## src/rtl/mem_arbiter.sv

```systemverilog
// Two-port round-robin arbiter that sequences single accesses onto the shared memory bus.
// Requests are latched at grant; reads wait out LAT cycles and return data with a one-cycle Ack.
module mem_arbiter #(
  parameter int M   = 16,
  parameter int LAT = 1
) (
  input  logic         clk,
  input  logic         rst,
  input  logic         p0Req,
  input  logic         p0WE,
  input  logic [M-1:0] p0Addr,
  input  logic [M-1:0] p0WData,
  output logic         p0Ack,
  output logic [M-1:0] p0RData,
  input  logic         p1Req,
  input  logic         p1WE,
  input  logic [M-1:0] p1Addr,
  input  logic [M-1:0] p1WData,
  output logic         p1Ack,
  output logic [M-1:0] p1RData,
  output logic [M-1:0] memAddr,
  output logic [M-1:0] memWrite,
  output logic         memWE,
  input  logic [M-1:0] memRead,
  output logic         grant,
  output logic         busy
);

  typedef enum logic [1:0] {IDLE, ACCESS, ACK} state_t;

  localparam logic [2:0] LAT_CNT = 3'(LAT);

  state_t     state;
  state_t     stateNext;
  logic       lastGnt;
  logic       curWE;
  logic [2:0] latCnt;
  logic       elig0;
  logic       elig1;
  logic       gntValid;
  logic       gntPort;
  logic       gntWE;
  logic       accessDone;

  // The port being acknowledged sits out the back-to-back grant so the other port cannot starve.
  always_comb begin
    elig0      = p0Req && !(state == ACK && grant == 1'b0);
    elig1      = p1Req && !(state == ACK && grant == 1'b1);
    gntValid   = (state != ACCESS) && (elig0 || elig1);
    gntPort    = (elig0 && elig1) ? ~lastGnt : elig1;
    gntWE      = gntPort ? p1WE : p0WE;
    accessDone = (state == ACCESS) && (latCnt == 3'd0);
    stateNext  = state;
    unique case (state)
      IDLE:    if (gntValid) stateNext = ACCESS;
      ACCESS:  if (accessDone) stateNext = ACK;
      ACK:     stateNext = gntValid ? ACCESS : IDLE;
      default: stateNext = IDLE;
    endcase
  end

  always_ff @(posedge clk or negedge rst) begin
    if (!rst) begin
      state    <= IDLE;
      lastGnt  <= 1'b1;
      grant    <= 1'b0;
      busy     <= 1'b0;
      curWE    <= 1'b0;
      latCnt   <= 3'd0;
      memAddr  <= '0;
      memWrite <= '0;
      memWE    <= 1'b0;
      p0Ack    <= 1'b0;
      p1Ack    <= 1'b0;
      p0RData  <= '0;
      p1RData  <= '0;
    end else begin
      state <= stateNext;
      busy  <= (stateNext != IDLE);
      p0Ack <= accessDone && !grant;
      p1Ack <= accessDone && grant;
      memWE <= 1'b0;
      if (gntValid) begin
        grant    <= gntPort;
        lastGnt  <= gntPort;
        curWE    <= gntWE;
        memAddr  <= gntPort ? p1Addr : p0Addr;
        memWrite <= gntPort ? p1WData : p0WData;
        memWE    <= gntWE;
        latCnt   <= gntWE ? 3'd0 : LAT_CNT;
      end else if (state == ACCESS && !accessDone) begin
        latCnt <= latCnt - 3'd1;
      end else begin
        memAddr  <= '0;
        memWrite <= '0;
        // Read data is sampled on the final ACCESS cycle, when memory has had LAT cycles.
        if (accessDone && !curWE) begin
          if (grant) p1RData <= memRead;
          else       p0RData <= memRead;
        end
      end
    end
  end

endmodule

```

## config.mk

```make
export PLATFORM = sky130hd
export DESIGN_NAME = mem_arbiter
export DESIGN_NICKNAME = d
export VERILOG_FILES = /design/src/rtl/mem_arbiter.sv
export SDC_FILE = /design/constraint.sdc
export NUM_CORES = 1
export LEC_CHECK = 0
export ABC_CLOCK_PERIOD_IN_PS = 2900
export CAP_MARGIN = 5
export CORE_MARGIN = 2
export CORE_UTILIZATION = 44
export DETAILED_ROUTE_END_ITERATION = 10
export GPL_ROUTABILITY_DRIVEN = 0
export HOLD_SLACK_MARGIN = 0.05
export PLACE_DENSITY = 0.85
export REMOVE_ABC_BUFFERS = 1
export SETUP_SLACK_MARGIN = 0.5
export SLEW_MARGIN = 10
export SYNTH_ARGS = -nofsm -noshare
export SYNTH_HDL_FRONTEND = slang
export SYNTH_SLANG_ARGS = --single-unit
```

## constraint.sdc

```tcl
create_clock -name clk -period 2.9 [get_ports clk]
set_input_delay 0.58 -clock clk [delete_from_list [all_inputs] [get_ports clk]]
set_output_delay 0.58 -clock clk [all_outputs]
set_load 0.01 [all_outputs]
```

==> flow_summary.json, run 1 <==
{
  "outcome": "completed",
  "worstMarginPinSlew_ns": 0.9254,
  "worstSkewPairLatency_ns": 0.35,
  "arrival_ns": 1.49,
  "endpoint_kind": "output port",
  "worstPathCellList": "clkdlybuf4s50_1",
  "placed_area_um2": 4898,
  "synth-edff-count": 0,
  "diodes": 0,
  "fp.dieArea_um2": 8130,
  "fin_area_um2": 5080,
  "io_pins": 155,
  "grt_pass1_vias": 2612,
  "drv_cap": 0,
  "path_delay_family": "buffers and inverters",
  "cts.clk_slew.worst_paths_ns": 0.08,
  "crit_path_top_delay_cell": "clkdlybuf4s50_1",
  "ys_dominant_reg_cell": "dfrtp_1",
  "layout.nets": 503,
  "synth.distinct_cells": 30,
  "leakage_nw": 2.242,
  "postCtsSetupBuffers": 0,
  "pre_cts_ws_ns": 0.4858,
  "grt_max_degree": 77,
  "cts.path.max_buffers": 2,
  "synth_top_area_cell": "dfrtp_1",
  "h-tree-depth": 3,
  "critPathKind": "reg2out",
  "place.port_buffers": 154,
  "cts_tree": "built",
  "ant_nets": 0,
  "hpwlAfterDp_um": 5923,
  "skew_ns": 0.01398,
  "crit_required_ns": 2.32,
  "routed_wl_um": 7947,
  "rsz0062_at_grt": "no",
  "netlist_instances": 259,
  "slew-limit-headroom_pct": 38.30,
  "grt_overflow": 0,
  "tns_ns": 0,
  "cts.sinks": 76,
  "dpl.cell_count": 503,
  "path_max_fanout": 9,
  "ys_top_cells_by_area": "dfrtp_1 57%, mux2_2 11%, mux2i_1 11%, nand2_1 4.1%, o21ai_0 4.0%",
  "layoutNonFillerInstCount": 519,
  "fp.dieW_um": 90.17,
  "ys_ff_latch": 76,
  "finalMaxSlewViolations": 0,
  "startpoint_type": "flip-flop",
  "yosysSeqAreaShare_pct": 58.25,
  "grt_pass1_wl_um": 12960,
  "holdWs_ns": 0.3752,
  "syn_area_um2": 3267,
  "viasPerCell": 4.884,
  "ys_async_sr_fraction_pct": 100.0,
  "start_util_pct": 45.28,
  "wl_per_cell_um": 15.31,
  "fmax_mhz": 484.1,
  "setup_slack_ns": 0.8342,
  "finalCritPeriodShare_pct": 71.24,
  "synth.most_common_cell": "dfrtp_1",
  "drtIter0Drc": 48,
  "slowest_delay_ns": 0.61,
  "first_pass_iters": 4,
  "finalSetupViolCount": 0,
  "die_y_um": 90.17,
  "synth_commonest_cells": "75 x dfrtp_1, 36 x nand2_1, 35 x mux2i_1, 32 x mux2_2, 26 x o21ai_0",
  "cts_buffers": 9,
  "ys_warn_count": 0,
  "vias": 2535,
  "avgSynthCellArea_um2": 12.61,
  "grt_usage_pct": 20.22,
  "ctsHoldBuffers": 0,
  "timing.final.crit_period_ns": 2.066,
  "core_area_um2": 7214,
  "num_rows": 31,
  "post-route-util_pct": 70.41,
  "areaGrowthSynthToFinish_pct": 55.50,
  "antenna_found_initial": 0,
  "min_path_type": "in2async",
  "hold_viol_final": 0,
  "yosys.area.top_type_share_pct": 57.45,
  "drive_above_1_share_pct": 14.52,
  "cts_root_buf": "clkbuf_8",
  "drc": 0,
  "p_per_area_nw_per_um2": 986.0,
  "power.total_mw": 5.009,
  "postCtsResizedCells": 0,
  "critPathBufInv": 1,
  "ir_drop_mv": 0.4167
}
[path summary, 6_finish.rpt]
path                       startpoint          end  slack (ns)  cells past startpoint
setup / recovery                grant        grant        0.83                      1
hold / removal                    rst  p1RData[11]        0.38                      1
setup reg to reg            latCnt[0]   p1RData[2]        0.92                      5
hold reg to reg            memAddr[8]   memAddr[8]        0.48                      2
max in group asynchronous         rst  memWrite[5]        1.93                      1
min in group clk           memAddr[8]   memAddr[8]        0.48                      2
[cell type report]
type                            count  area, um^2
Tap cell                           99       123.9
Sequential cell                    76        1903
Clock inverter                      7       57.56
Fill cell                         559        2135
Multi-Input combinational cell    163        1260
Inverter                            6       22.52
Timing Repair Buffer              159        1589
Clock buffer                        9       123.9
[power breakdown]
group          internal [mW]  switching (mW)  total, mW
registers               1.55           0.290       1.84
logic                   1.38            1.06       2.44
clock network          0.321           0.412      0.732
[cells by family after synthesis]
group | count (synthesis) | synth area share [%]
AND/OR/NAND/NOR | 49 | 7.277
multiplexers | 69 | 22.56
adder cells (fa/ha/maj) | 2 | 0.7659
buffers and inverters | 20 | 3.715
flip-flops | 76 | 58.25
XOR/XNOR | 1 | 0.2681
AO/OA/AOI/OAI | 42 | 7.162
[layout by cell type (no fill, tap or decap), drive strengths merged, types with 2 or more instances in the layout]
cell type and n:
o21ai 35, mux2 34, dfrtp 75, nor2 5, mux2i 35, ha 2
clkdlybuf4s50 153, inv 9, nor2b 3, clkbuf 9, clkinvlp 3, o211a 2
buf 6, nand2 36
[sequential cells by signal, summed over array words and instances, names as in the netlist]
signal	cells
p1Ack	1
curWE	1
p0RData	16
lastGnt	1
grant	1
memWE	1
p0Ack	1
busy	1
latCnt	3
p1RData	16
memAddr	16
memWrite	16
state	2
[routing by layer]
| layer | track usage (%) | wire, um | vias up |
|---|---|---|---|
| li1 | - | - | 1207 |
| met1 | 24.69 | 3352 | 1200 |
| met2 | 35.03 | 3894 | 118 |
| met3 | 5.281 | 594 | 10 |
| met4 | 6.538 | 106 | 0 |
| met5 | 0 | 0 | - |
Note: power is estimated with default switching activity, not from simulation.
==> inputs of run 2 (changes only) <==
ABC_CLOCK_PERIOD_IN_PS = 2100   (was 2900)
CORE_UTILIZATION = 41   (was 44)
PLACE_DENSITY = 0.8   (was 0.85)
clock period = 2.1 ns   (was 2.9 ns; I/O delays follow)
==> flow_summary.json, run 2 (synthesized netlist as in run 1, its figures left out) <==
{
  "fp.dieW_um": 93.27,
  "core_area_um2": 7727,
  "wl_per_cell_um": 17.54,
  "antenna_found_initial": 0,
  "fin_area_um2": 5625,
  "fillers": 575,
  "arrival_ns": 1.97,
  "endpoint_kind": "flip-flop",
  "areaGrowthSynthToFinish_pct": 72.19,
  "place.port_buffers": 154,
  "die_y_um": 93.27,
  "tns_ns": 0,
  "finalCritPeriodShare_pct": 82.68,
  "rr_worst_depth": 8,
  "first_pass_iters": 4,
  "cts_tree": "built",
  "grt_pass1_wl_um": 13230,
  "drive_above_1_share_pct": 22.57,
  "routed_wl_um": 9715,
  "grt_usage_pct": 19.74,
  "cts.sinks": 76,
  "ant_nets": 0,
  "worstMarginPinSlew_ns": 0.5121,
  "start_util_pct": 42.28,
  "dpl.cell_count": 513,
  "viasPerCell": 4.958,
  "ir_drop_mv": 0.5805,
  "outcome": "completed",
  "timing.final.crit_period_ns": 1.736,
  "drtIter0Drc": 59,
  "diodes": 0,
  "fmax_mhz": 575.9,
  "worstSkewPairLatency_ns": 0.35,
  "grt_max_degree": 40,
  "critPathKind": "reg2reg",
  "skew_ns": 0.01446,
  "finalSetupViolCount": 0,
  "power.total_mw": 7.703,
  "min_path_type": "reg2reg",
  "hold_viol_final": 0,
  "p_per_area_nw_per_um2": 1369,
  "vias": 2747,
  "h-tree-depth": 3,
  "final_cell_mix": "82 x clkdlybuf4s50_1, 72 x dfrtp_1, 70 x dlygate4sd2_1, 36 x nand2_1, 32 x mux2i_1",
  "leakage_nw": 2.735,
  "cts.clk_slew.worst_paths_ns": 0.08,
  "rsz0062_at_grt": "yes",
  "cts.path.max_buffers": 2,
  "placed_area_um2": 4955,
  "regArea_um2": 1907,
  "cts_buffers": 9,
  "grt_pass1_vias": 2713,
  "path_max_fanout": 8,
  "layoutNonFillerInstCount": 554,
  "slew-limit-headroom_pct": 65.86,
  "drc": 0,
  "drv_cap": 0,
  "io_pins": 155,
  "startpoint_type": "flip-flop",
  "final_common_cell": "clkdlybuf4s50_1",
  "fp.dieArea_um2": 8698,
  "cts_root_buf": "clkbuf_8",
  "finalMaxSlewViolations": 0,
  "hpwlAfterDp_um": 5999,
  "grt_overflow": 0,
  "crit_required_ns": 2.33,
  "num_rows": 32,
  "hold_depth": 2,
  "layout.nets": 535,
  "multiInputGateArea_um2": 1385
}
## run 2: critical path: stages (launching register included)
cell	delay [ns]
dfrtp_1	0.35
inv_1	0.05
ha_2	0.19
ha_4	0.17
buf_4	0.13
buf_6	0.11
nand4b_4	0.11
clkbuf_16	0.18
mux2_2	0.33
## run 2: area by class of cell
class | count | share of cell area, %
inverters | 6 | 0.4004
multi-input cells | 163 | 24.62
well taps | 102 | 2.269
repair buffers | 191 | 34.96
flip-flops and latches | 76 | 33.90
clock buffers | 10 | 2.269
clock inverters | 6 | 1.579
## run 2: what timing repair did
action / CTS / global route
endpoints found under the setup margin: 138 / 56
buffers inserted: 3 / 12
gates cloned: 1 / 8
endpoints found under the hold margin: 6 / 0
resized for setup: 88 / 44
pin swaps: 1 / 6
hold buffers: 1 / 0
## run 2: where the power goes
part | internal [mW] | switching [mW] | total (mW)
Combinational | 2.18 | 1.80 | 3.98
Sequential | 2.15 | 0.362 | 2.51
Clock | 0.669 | 0.545 | 1.21
Total | 5.00 | 2.71 | 7.70
## run 2: stage by stage
stage | hold WS [ns] | util [%] | worst slack (ns)
floorplan | 0.1244 | - | -1.560
detailed placement | 0.4300 | 64.12 | -0.002886
finish | 0.4730 | 72.80 | 0.3636
global placement | 0.4225 | 64.12 | 0.04594
global route | 0.4724 | 72.80 | 0.3105
CTS | 0.4844 | 67.31 | 0.3613
## run 2: per-layer routing
metal	vias to the layer above	global-route usage (%)	share of wire [%]
met5	-	0	0
met3	9	7.816	8.7
li1	1274	-	-
met2	136	33.27	50
met1	1328	23.09	40
met4	0	6.250	1.3
## run 2: final timing paths
path                                   start  slack, ns           end
worst max-delay path               latCnt[1]       0.36    p1RData[7]
worst min-delay path            memWrite[13]       0.47  memWrite[13]
worst max register to register     latCnt[1]       0.36    p1RData[7]
worst min register to register  memWrite[13]       0.47  memWrite[13]
max in group asynchronous                rst       0.80   p0RData[14]
min in group asynchronous                rst       0.58   p1RData[13]
==> inputs of run 3 (changes only) <==
ABC_CLOCK_PERIOD_IN_PS = 1820   (was 2100)
clock period = 1.82 ns   (was 2.1 ns; I/O delays follow)
==> flow_summary.json, run 3 (synthesized netlist as in run 1, its figures left out) <==
{
  "outcome": "completed",
  "fp.dieW_um": 93.27,
  "io_pins": 155,
  "crit_required_ns": 2.05,
  "antenna_found_initial": 0,
  "die_y_um": 93.27,
  "busiest_layer": "met2",
  "use_met3_pct": 7.413,
  "finalSetupViolCount": 0,
  "grt_max_degree": 38,
  "grt_overflow": 0,
  "wl_per_cell_um": 16.68,
  "crit_path_top_delay_cell": "dfstp_2",
  "drtIter0Drc": 64,
  "drc": 0,
  "finalMaxSlewViolations": 0,
  "place.port_buffers": 154,
  "p_per_area_nw_per_um2": 1731,
  "viasPerCell": 4.878,
  "pre_cts_ws_ns": -0.2166,
  "worstSkewPairLatency_ns": 0.34,
  "grt_pass1_vias": 2993,
  "critPathBufInv": 1,
  "cts.path.max_buffers": 2,
  "critPathKind": "reg2reg",
  "leakage_nw": 2.750,
  "num_rows": 32,
  "min_path_type": "in2reg",
  "critical_path_depth": 5,
  "layout.nets": 556,
  "drv_cap": 0,
  "tns_ns": 0,
  "setup_slack_ns": 0.1035,
  "reg2reg_slack_ns": 0.10,
  "hold_viol_final": 0,
  "skew_ns": 0.009076,
  "h-tree-depth": 3,
  "timing.final.crit_period_ns": 1.717,
  "startpoint_type": "flip-flop",
  "placed_area_um2": 5010,
  "cts_tree": "built",
  "rr_worst_depth": 5,
  "start_util_pct": 42.28,
  "grtUsageMet1_pct": 26.06,
  "drive_above_1_share_pct": 42.71,
  "path_delay_family": "multiplexers",
  "diodes": 0,
  "endpoint_kind": "flip-flop",
  "first_pass_iters": 4,
  "met2_usage_pct": 38.91,
  "cts_root_buf": "clkbuf_8",
  "routed_wl_um": 9589,
  "fp.dieArea_um2": 8698,
  "cts_buffers": 9,
  "final_cell_mix": "83 x clkdlybuf4s50_1, 72 x dfrtp_1, 65 x buf_2, 34 x mux2i_1",
  "finalCritPeriodShare_pct": 94.31,
  "areaGrowthSynthToFinish_pct": 72.62,
  "ir_drop_mv": 0.8532,
  "hold_depth": 2,
  "cts.sinks": 76,
  "fin_area_um2": 5639,
  "grt_usage_pct": 22.32,
  "hpwlAfterDp_um": 6002,
  "vias": 2805,
  "cts.clk_slew.worst_paths_ns": 0.08,
  "post-route-util_pct": 72.98,
  "arrival_ns": 1.95,
  "rsz0062_at_grt": "yes",
  "slowest_delay_ns": 0.54,
  "worstPathCellList": "nand2_1 -> o211ai_1 -> buf_4 -> mux2_4 -> mux2_4",
  "path_max_fanout": 3,
  "ant_nets": 0,
  "slew-limit-headroom_pct": 68.43,
  "core_area_um2": 7727,
  "final_common_cell": "clkdlybuf4s50_1",
  "crit_path_frequent_cell": "mux2_4",
  "fmax_mhz": 582.6,
  "grt_pass1_wl_um": 14820,
  "worstMarginPinSlew_ns": 0.4735
}
run 3: changes by cell type in the layout (fill, tap and decap cells not counted), moves of 14 or more:
| cell | before | now |
|---|---|---|
| dlygate4sd2_1 | 70 | 1 |
| o21ai_0 | 15 | 1 |
| buf_2 | 0 | 65 |
| o21ai_1 | 19 | 33 |
| buf_4 | 18 | 33 |
run 3: layout make-up:
type / instances / area [um^2]
multi-input cells: 163 / 1405
fillers: 504 / 2088
clock buffers: 9 / 123.9
inverters: 6 / 22.52
well taps: 102 / 127.6
flip-flops and latches: 76 / 1907
repair buffers: 212 / 1931
clock inverters: 7 / 122.6
run 3: final timing paths:
kind / from / to
worst max register to register: lastGnt / curWE
min in group asynchronous: rst / p0RData[0]
worst max-delay path: lastGnt / curWE
worst min register to register: memAddr[12] / memAddr[12]
max in group asynchronous: rst / p1RData[11]
worst min-delay path: p0Req / state[0]
run 3: metrics by stage:
stage	hold WS (ns)	cells	total power [mW]
final	0.4862	575	9.761
after detailed placement	0.3563	517	7.067
after floorplan	0.06841	245	4.769
after CTS	0.4658	567	9.467
after global placement	0.3483	517	6.923
after global routing	0.4928	575	10.37
run 3: power by group:
| group | leakage (nW) | internal (mW) | switching (mW) | total [mW] |
|---|---|---|---|---|
| sequential | 0.936 | 2.48 | 0.430 | 2.91 |
| combinational | 1.70 | 2.99 | 2.30 | 5.29 |
| clock | 0.116 | 0.920 | 0.645 | 1.56 |
run 3: per-layer routing:
layer / vias to the layer above / share of wire, % / routed length, um
met2: 120 / 51 / 4887
li1: 1322 / - / -
met3: 10 / 8.4 / 802
met1: 1353 / 39 / 3756
met4: 0 / 1.5 / 142
met5: - / 0 / 0
run 3: timing repair:
item,4_1_cts,5_1_grt
setup buffers,25,6
cloned,8,2
hold endpoints to repair,33,0
hold buffers,1,0
resized for setup,333,35
pin swaps,13,5
endpoints found under the setup margin,141,85
